## src/rtl/pq_access_arbiter.sv

```systemverilog
`timescale 1ns/1ps
`default_nettype none
// ============================================================================
// Module      : pq_access_arbiter
// Description : Round-robin arbiter sharing one min-tag priority queue among
//               NUM_REQ requesters. Serialises enqueue/dequeue ops, routes
//               each dequeue result back to its issuer, and never enqueues
//               into a full queue or dequeues from an empty one.
//               Optional feature macro: PQARB_TIMEOUT_EN (dequeue watchdog).
// Revision    : 1.0 - initial release
// ============================================================================
module pq_access_arbiter #(
  parameter int NUM_REQ    = 4,
  parameter int DATA_WIDTH = 32,
  parameter int TAG_WIDTH  = 32,
  parameter int TIMEOUT    = 15
) (
  input  logic                          clk_in,
  input  logic                          rst_in,
  input  logic [NUM_REQ-1:0]            req_valid_in,
  input  logic [NUM_REQ-1:0]            req_deq_in,
  input  logic [NUM_REQ*DATA_WIDTH-1:0] req_data_in,
  input  logic [NUM_REQ*TAG_WIDTH-1:0]  req_tag_in,
  output logic [NUM_REQ-1:0]            req_ready_out,
  output logic [NUM_REQ-1:0]            resp_valid_out,
  output logic [DATA_WIDTH-1:0]         resp_data_out,
  output logic [TAG_WIDTH-1:0]          resp_tag_out,
  output logic                          err_out,
  output logic                          pq_enq_out,
  output logic                          pq_deq_out,
  output logic [DATA_WIDTH-1:0]         pq_data_out,
  output logic [TAG_WIDTH-1:0]          pq_tag_out,
  input  logic                          pq_full_in,
  input  logic                          pq_empty_in,
  input  logic                          pq_valid_in,
  input  logic [DATA_WIDTH-1:0]         pq_data_in,
  input  logic [TAG_WIDTH-1:0]          pq_tag_in
);

  localparam int PTR_W = (NUM_REQ > 1) ? $clog2(NUM_REQ) : 1;
  localparam logic [PTR_W:0] NUM_REQ_W = NUM_REQ[PTR_W:0];

  typedef enum logic [2:0] {
    ST_IDLE   = 3'd0,
    ST_ENQ    = 3'd1,
    ST_SETTLE = 3'd2,
    ST_DEQ    = 3'd3,
    ST_WAIT   = 3'd4
  } state_t;

  state_t               state;
  logic [PTR_W-1:0]     rr_ptr;
  logic [NUM_REQ-1:0]   owner;

  logic [NUM_REQ-1:0]   eligible;
  logic [NUM_REQ-1:0]   elig_rot;
  logic                 grant_found;
  logic [PTR_W-1:0]     grant_off;
  logic [PTR_W:0]       grant_sum;
  logic [PTR_W-1:0]     grant_idx;
  logic [NUM_REQ-1:0]   grant_onehot;
  logic [PTR_W-1:0]     next_ptr;
  logic                 grant_is_deq;
  logic [DATA_WIDTH-1:0] sel_data;
  logic [TAG_WIDTH-1:0]  sel_tag;

`ifdef PQARB_TIMEOUT_EN
  localparam int CNT_W = (TIMEOUT > 1) ? $clog2(TIMEOUT + 1) : 1;
  localparam logic [CNT_W-1:0] CNT_LAST = CNT_W'(TIMEOUT - 1);
  logic [CNT_W-1:0] wait_cnt;
`else
  wire unused_timeout = (TIMEOUT != 0);
`endif

  // A request may only compete when the queue can actually serve it now.
  assign eligible = req_valid_in &
                    ((req_deq_in & {NUM_REQ{~pq_empty_in}}) |
                     (~req_deq_in & {NUM_REQ{~pq_full_in}}));

  // Round-robin pick: rotate so rr_ptr sits at bit 0, take the lowest set bit, rotate back.
  always_comb begin
    elig_rot    = NUM_REQ'({eligible, eligible} >> rr_ptr);
    grant_found = 1'b0;
    grant_off   = '0;
    for (int k = NUM_REQ - 1; k >= 0; k--) begin
      if (elig_rot[k]) begin
        grant_found = 1'b1;
        grant_off   = k[PTR_W-1:0];
      end
    end
    grant_sum    = {1'b0, rr_ptr} + {1'b0, grant_off};
    grant_idx    = PTR_W'((grant_sum >= NUM_REQ_W) ? (grant_sum - NUM_REQ_W) : grant_sum);
    grant_onehot = NUM_REQ'(1) << grant_idx;
    next_ptr     = ({1'b0, grant_idx} == (NUM_REQ_W - 1'b1)) ? '0 : (grant_idx + 1'b1);
    grant_is_deq = req_deq_in[grant_idx];
    sel_data     = req_data_in[grant_idx*DATA_WIDTH +: DATA_WIDTH];
    sel_tag      = req_tag_in[grant_idx*TAG_WIDTH +: TAG_WIDTH];
  end

  // Accept strobe is the handshake itself: high only in the IDLE cycle that grants.
  assign req_ready_out = (state == ST_IDLE && grant_found && !rst_in) ? grant_onehot : '0;

`ifndef PQARB_TIMEOUT_EN
  assign err_out = 1'b0;
`endif

  // Operation sequencer: one op in flight, queue strobes and responses registered.
  always_ff @(posedge clk_in or posedge rst_in) begin
    if (rst_in) begin
      state          <= ST_IDLE;
      rr_ptr         <= '0;
      owner          <= '0;
      pq_enq_out     <= 1'b0;
      pq_deq_out     <= 1'b0;
      pq_data_out    <= '0;
      pq_tag_out     <= '0;
      resp_valid_out <= '0;
      resp_data_out  <= '0;
      resp_tag_out   <= '0;
`ifdef PQARB_TIMEOUT_EN
      wait_cnt       <= '0;
      err_out        <= 1'b0;
`endif
    end else begin
      pq_enq_out     <= 1'b0;
      pq_deq_out     <= 1'b0;
      resp_valid_out <= '0;
      case (state)
        ST_IDLE: begin
          if (grant_found) begin
            rr_ptr <= next_ptr;
            owner  <= grant_onehot;
            if (grant_is_deq) begin
              pq_deq_out <= 1'b1;
              state      <= ST_DEQ;
            end else begin
              pq_enq_out  <= 1'b1;
              pq_data_out <= sel_data;
              pq_tag_out  <= sel_tag;
              state       <= ST_ENQ;
            end
          end
        end
        ST_ENQ: begin
          state <= ST_SETTLE;
        end
        ST_DEQ: begin
`ifdef PQARB_TIMEOUT_EN
          wait_cnt <= '0;
`endif
          state <= ST_WAIT;
        end
        ST_WAIT: begin
          if (pq_valid_in) begin
            resp_valid_out <= owner;
            resp_data_out  <= pq_data_in;
            resp_tag_out   <= pq_tag_in;
            state          <= ST_SETTLE;
          end
`ifdef PQARB_TIMEOUT_EN
          else if (wait_cnt == CNT_LAST) begin
            // Queue never answered: release the owner with a zero result.
            err_out        <= 1'b1;
            resp_valid_out <= owner;
            resp_data_out  <= '0;
            resp_tag_out   <= '0;
            state          <= ST_SETTLE;
          end else begin
            wait_cnt <= wait_cnt + 1'b1;
          end
`endif
        end
        ST_SETTLE: begin
          // Lets the queue's full/empty flags catch up before the next grant.
          state <= ST_IDLE;
        end
        default: begin
          state <= ST_IDLE;
        end
      endcase
    end
  end

endmodule
`default_nettype wire

```

## config.mk

```make
export PLATFORM = sky130hd
export DESIGN_NAME = pq_access_arbiter
export DESIGN_NICKNAME = d
export VERILOG_FILES = /design/src/rtl/pq_access_arbiter.sv
export SDC_FILE = /design/constraint.sdc
export NUM_CORES = 1
export LEC_CHECK = 0
export ABC_AREA = 1
export CORE_AREA = 2 2 183 185
export CTS_CLUSTER_SIZE = 28
export DETAILED_ROUTE_END_ITERATION = 7
export DIE_AREA = 0 0 185 187
export SLEW_MARGIN = 10
export SYNTH_ARGS = -nofsm -noshare
export SYNTH_HDL_FRONTEND = slang
export SYNTH_SLANG_ARGS = --single-unit
```

## constraint.sdc

```tcl
create_clock -name clk_in -period 5.7 [get_ports clk_in]
set_input_delay 0.57 -clock clk_in [delete_from_list [all_inputs] [get_ports clk_in]]
set_output_delay 0.57 -clock clk_in [all_outputs]
set_load 0.01 [all_outputs]
```

After elaboration in Yosys (flattened, before gate mapping)
Index checks and enable logic that the tools add are counted. W data, S select, Z words.

Multiplexer cells: 25. Reduce and logical (&&, ||, !) cells: 8. Bitwise operators: 8. Equality and inequality tests: 6. Add/sub/neg operators: 3. Shift-type cells: 4. $lt $le $gt $ge: 2. Multipliers: 0. Div/mod/pow operators: 0.

Operators with widths (count): $shiftx A128 B8 Y32 (2); $mux W2 (7); $and A4 B4 Y4 (3); $mux W4 (3); $pmux W3 S4 (1); $mux W1 (11); $shr A8 B2 Y4 (1); $mux W3 (2); $reduce_and A2 Y1 (3); $ne A2 B2 Y1 const B (2); $not A4 Y4 (1); $or A4 B4 Y4 (1); $shl A1 B2 Y4 const A (1); $add A2 B2 Y3 (1); $eq A3 B1 Y1 const B (1); $eq A3 B2 Y1 const B (1); $eq A3 B3 Y1 const B (1); $ge A3 B3 Y1 const B (1); $logic_not A3 Y1 (1); $lt A2 B3 Y1 const B (1); $not A1 Y1 (3); $reduce_and A3 Y1 (1); $add A2 B1 Y2 const B (1); $bmux W1 S2 (1); other kinds (4) (5).

ROM bits: 0. Input bits: 333. Word-level logic and storage cells: 66. Memories: 0. Bits in latches: 0. Register bits: 143. RAM bits: 0. Output and inout port bits: 139.

Logic depth before layout (Yosys ltp)
Word-level depth: 17. Mapped depth: 19.

Worst setup path before layout
Ideal clock, no wire load.

Path type: input-to-output. From: input req_deq_in[1]. To: output req_ready_out[0]. Path buffers: 3. Cell stages on the path: 15. Path slack: 2468 ps. Arrival: 2662 ps. Cell sequence: inv_1 nand2_1 nand4_1 nand2_1 o21ai_2 a31oi_1 nor2_1 ha_1 clkbuf_1 inv_1 clkbuf_1 clkbuf_1 ha_1 nand2_1 nor2_1.

Longest elaborated chain between the ends: 14. Elaborated cells between the ends (all ways): 22. Classes of those cells: add/sub (2); order compare (1); shift (2); mux (10); bitwise (5); reduce/logical (2).

Ends and longest elaborated chain: start, declared (RTL line 21) `input logic [NUM_REQ-1:0] req_deq_in,`; $not A4 Y4 (RTL line 78) `(~req_deq_in & {NUM_REQ{~pq_full_in}}));`; $and A4 B4 Y4 (RTL line 78); $or A4 B4 Y4 (*) (RTL line 77) `((req_deq_in & {NUM_REQ{~pq_empty_in}}) |`; $and A4 B4 Y4 (*) (RTL line 76) `assign eligible = req_valid_in &`; $shr A8 B2 Y4 (*) (RTL line 82) `elig_rot = NUM_REQ'({eligible, eligible} >> rr_ptr);`; $mux W2 (3 in series) (RTL line 86) `if (elig_rot[k]) begin`; $mux W2 (*) (RTL line 86); $add A2 B2 Y3 (*) (RTL line 91) `grant_sum = {1'b0, rr_ptr} + {1'b0, grant_off};`; $ge A3 B3 Y1 / $sub A2 B1 Y2 (equally long branches) (RTL line 92) `grant_idx = PTR_W'((grant_sum >= NUM_REQ_W) ? (grant_sum - NUM_REQ_W) : grant_sum);`; $mux W2 (*) (RTL line 92); $shl A1 B2 Y4 (*) (RTL line 93) `grant_onehot = NUM_REQ'(1) << grant_idx;`; via grant_onehot[0] (RTL line 61) `logic [NUM_REQ-1:0] grant_onehot;`; $mux W4 (*) (RTL line 101) `assign req_ready_out = (state == ST_IDLE && grant_found && !rst_in) ? grant_onehot : '0;`; end, declared (RTL line 24) `output logic [NUM_REQ-1:0] req_ready_out,`.

The timed path passes the listed nets; every way through them passes the cells marked *.

Worst setup path after layout
From: input pq_empty_in. To: output req_ready_out[3].

Longest elaborated chain between the ends: 14. Elaborated cells between the ends (all ways): 21. Classes of those cells: add/sub (2); order compare (1); shift (2); mux (10); bitwise (4); reduce/logical (2).

Ends and longest elaborated chain: start, declared (RTL line 34) `input logic pq_empty_in,`; $not A1 Y1 (*) (RTL line 77); $and A4 B4 Y4 (*) (RTL line 77); $or A4 B4 Y4 (*) (RTL line 77); $and A4 B4 Y4 (*) (RTL line 76); $shr A8 B2 Y4 (*) (RTL line 82); $mux W2 (3 in series) (RTL line 86); $mux W2 (*) (RTL line 86); $add A2 B2 Y3 (*) (RTL line 91); $ge A3 B3 Y1 / $sub A2 B1 Y2 (equally long branches) (RTL line 92); $mux W2 (*) (RTL line 92); $shl A1 B2 Y4 (*) (RTL line 93); via grant_onehot[3] (RTL line 61); $mux W4 (*) (RTL line 101).

Marks and branches as above.

==> qor.tcl <==
set qor(outcome) {complete, no violations}
set qor(die_width_um) 185
set qor(grt_overflow) 0
set qor(final.setup.worst_slack_ns) 0.922
set qor(post_cts_hold_buffer_count) 0
set qor(worst_ep_arrival_time_ns) 4.21
set qor(seq_pwr_share_pct) 17.6
set qor(syn_inst) 1307
set qor(cts_made_buffers) 17
set qor(ioPinCount) 472
set qor(gate_power_share_pct) 70.8
set qor(powerDensity_mw_per_mm2) 702
set qor(switching_share_of_total_power_pct) 53.5
set qor(finalCriticalPeriod_ns) 4.78
set qor(crit_path_end_kind) {primary output}
set qor(die_h_um) 187
set qor(power_report.internal_total_w) 0.00457
set qor(track_usage_pct) 20.1
set qor(report.power.total_w) 0.00983
set qor(route.antenna.remaining_nets) 0
set qor(timing.final.setup_violations) 0
set qor(clk-insertion-delay-late_ns) 0.42
set qor(crit_reg_reg_endpoint) {pq_tag_out[11]}
set qor(via_count) 9585
set qor(cellLeakagePower_nw) 7.08
set qor(antenna_cells) 0
set qor(grt_pass1_vias) 9571
set qor(num-nets-final) 2058
set qor(final_hold_vios) 0
set qor(place_hpwl_mm) 25.4
set qor(hp-start) {pq_tag_out[1]}
set qor(post_synthesis_register_bit_count) 143
set qor(routabilityCongestion) 0.891
set qor(multi_input_area_mm2) 0.00439
set qor(achievable-frequency_ghz) 0.209
set qor(worst_min_delay_path_endpoint) {pq_tag_out[1]}
set qor(rsz0062_at_grt) {false}
set qor(cap_viol_max_count) 0
set qor(vias_per_cell) 4.40
set qor(final_design_area_no_fill_mm2) 0.0140
set qor(whs_path_depth) 2
set qor(crit_required_ns) 5.13
set qor(number_of_sinks_handled_by_clock_tree_synthesis) 143
set qor(cts.repair_timing.setup_buffer_count) 0
set qor(die-area_mm2) 0.0346
set qor(avgSynthCellArea_um2) 6.49
set qor(design.core.area_mm2) 0.0329
set qor(worst_clock_skew_ns) 0.00935
set qor(ctsResizeCount) 0
set qor(wire_per_inst_um) 16.1
set qor(mostFrequentLayoutCells) {sky130_fd_sc_hd__nand2_1, sky130_fd_sc_hd__clkdlybuf4s50_1, sky130_fd_sc_hd__dfrtp_1, sky130_fd_sc_hd__nand3_1}
set qor(global_route_wire_length_before_repair_mm) 53.9
set qor(fin_tns_setup_ns) 0
set qor(clock_tree.buffer_depth) 2
set qor(power_frac_clock_pct) 11.6
set qor(fp_rows) 67
set qor(crit-reg2reg-launch) {rr_ptr[0]}
set qor(synth.net_count) 1645
set qor(syn2layout_area_growth_pct) 65.1
set qor(r2r_cells) 15
set qor(initial_detailed_routing_violation_count) 545
set qor(timing.reg2reg.setup_slack_ns) 1.33
set qor(sequential_cell_area_mm2) 0.00358
set qor(grt_start_max_net_pins) 103
set qor(timing.critical_path.fanout_max) 24
set qor(placement.cell_area_mm2) 0.0134
set qor(initial_core_util_pct) 25.8
set qor(buffer_ports.inserted) 470
set qor(grt_antenna_before_repair) 0
set qor(clock_tree_from_tritoncts) {yes}
set qor(htreeDepth) 4
set qor(category_of_the_worst_setup_path_launch_point) {primary input}
set qor(part_of_the_yosys_area_used_for_sequential_elements_pct) 42.2
set qor(path_class) {in2out}
set qor(switching_power_w) 0.00526
set qor(finalCritPeriodShare_pct) 83.8
set qor(filler_cell_count) 3455
set qor(syn_area_mm2) 0.00848
set qor(holdCritPathClass) {reg2reg}
set qor(power.ir.vdd_worst_mv) 0.558
set qor(route.detailed.drc) 0
set qor(final_core_util_pct) 42.6
set qor(drt_pre_antenna_iters) 4
set qor(synth.yosys.warnings) 0
set qor(maxSlewViolCount) 0
set qor(routed_wirelength_mm) 35.1
set qor(worst-slew-pin-transition_ns) 1.10
set qor(dp_worst_setup_slack_ns) 0.611
set qor(yosysUniqueCellTypes) 26
set qor(clock_tree.root_cell) {sky130_fd_sc_hd__clkbuf_16}
set qor(final_common_cell) {sky130_fd_sc_hd__nand2_1}
set qor(cts.clk_slew.worst_paths_ns) 0.06
set qor(slew_headroom_pct) 26.6
set qor(post_route_cells_drive_above_1_share_pct) 4.50
==> per-layer routing <==
layer	GRT usage, %	wire length (um)	share of wire [%]	vias to the layer above
li1	-	-	-	4829
met1	25.4	15100	43	4433
met2	34.2	17100	49	273
met3	4.11	1960	5.6	50
met4	6.53	958	2.7	0
met5	0	0	0	-
==> cells in the mapped netlist <==
cell	n	share of area, %
sky130_fd_sc_hd__a31oi_1	1	0.074
sky130_fd_sc_hd__a31oi_2	1	0.15
sky130_fd_sc_hd__a41oi_1	1	0.10
sky130_fd_sc_hd__buf_1	4	0.18
sky130_fd_sc_hd__buf_2	19	1.1
sky130_fd_sc_hd__buf_4	16	1.4
sky130_fd_sc_hd__buf_6	7	0.93
sky130_fd_sc_hd__clkbuf_1	40	1.8
sky130_fd_sc_hd__conb_1	1	0.044
sky130_fd_sc_hd__dfrtp_1	143	42
sky130_fd_sc_hd__ha_1	5	0.74
sky130_fd_sc_hd__inv_1	23	1.0
sky130_fd_sc_hd__inv_2	3	0.13
sky130_fd_sc_hd__nand2_1	867	38
sky130_fd_sc_hd__nand2_2	5	0.37
sky130_fd_sc_hd__nand3_1	117	6.9
sky130_fd_sc_hd__nand3_2	20	2.4
sky130_fd_sc_hd__nand4_1	5	0.37
sky130_fd_sc_hd__nand4_2	1	0.15
sky130_fd_sc_hd__nor2_1	15	0.66
sky130_fd_sc_hd__nor2_4	1	0.13
sky130_fd_sc_hd__o211ai_1	1	0.089
sky130_fd_sc_hd__o21ai_0	8	0.47
sky130_fd_sc_hd__o21ai_2	1	0.10
sky130_fd_sc_hd__o31ai_1	1	0.089
sky130_fd_sc_hd__xor2_1	1	0.10
==> kinds of logic (layout without fill, tap and decap cells) <==
logic type	after synthesis	in the layout	synth area share (%)
xor gates and xnor gates	1	1	0.103
buffers and inverters	112	537	6.56
AOI/OAI and AO/OA	14	14	1.08
other	1	1	0.0442
DFF	143	143	42.2
adders and majority gates	5	5	0.737
and+or+nand+nor	1031	1031	49.3
==> worst max-delay path: stages <==
cell and delay [ns]:
sky130_fd_sc_hd__clkdlybuf4s50_1 0.53, sky130_fd_sc_hd__nand2_1 0.10, sky130_fd_sc_hd__nand4_1 0.10, sky130_fd_sc_hd__nand2_1 0.09, sky130_fd_sc_hd__o21ai_2 0.25, sky130_fd_sc_hd__a31oi_1 0.12, sky130_fd_sc_hd__nor2_1 0.18, sky130_fd_sc_hd__ha_4 0.15
sky130_fd_sc_hd__xor2_1 0.20, sky130_fd_sc_hd__nand2_2 0.31, sky130_fd_sc_hd__nand2_2 0.54, sky130_fd_sc_hd__ha_1 0.28, sky130_fd_sc_hd__nand2_1 0.07, sky130_fd_sc_hd__nor2_1 0.13, sky130_fd_sc_hd__clkdlybuf4s50_1 0.58
==> layout make-up <==
| type | instances | share of cell area [%] |
|---|---|---|
| Tap cell | 448 | 4.00 |
| Inverter | 26 | 0.750 |
| Clock buffer | 19 | 3.16 |
| Multi-Input combinational cell | 1052 | 31.3 |
| Clock inverter | 12 | 0.956 |
| Timing Repair Buffer | 480 | 34.3 |
| Sequential cell | 143 | 25.5 |
==> sequential cells by signal, indices dropped and copies added (netlist names), 2 cells and up <==
signal          flops
pq_data_out        32
pq_tag_out         32
resp_data_out      32
resp_tag_out       32
owner               4
resp_valid_out      4
state               3
rr_ptr              2
==> worst max-delay path by stage <==
stage                      from                to  slack [ns]
detailed placement  pq_empty_in    pq_tag_out[28]        0.61
CTS                 pq_empty_in  req_ready_out[3]        0.86
finish              pq_empty_in  req_ready_out[3]        0.92
floorplan                rst_in          owner[0]        1.29
global route        pq_empty_in  req_ready_out[3]        0.52
global placement    pq_empty_in          state[1]        0.74
==> power by group through the flow <==
stage / clock (W) / sequential (W) / combinational [W]
2_1_floorplan: 0 / 0.00191 / 0.00447
3_3_place_gp: 0 / 0.00173 / 0.00703
3_5_place_dp: 0 / 0.00174 / 0.00708
4_1_cts: 0.00117 / 0.00173 / 0.00710
5_1_grt: 0.00121 / 0.00179 / 0.00782
6_report: 0.00114 / 0.00173 / 0.00696
==> through the flow <==
stage,instances,hold slack (ns)
5_1_grt,2180,0.499
2_1_floorplan,1307,0.457
4_1_cts,2180,0.482
6_report,2180,0.476
3_5_place_dp,2149,0.464
3_3_place_gp,2149,0.462
No activity file was read; power rests on OpenSTA's default activity.
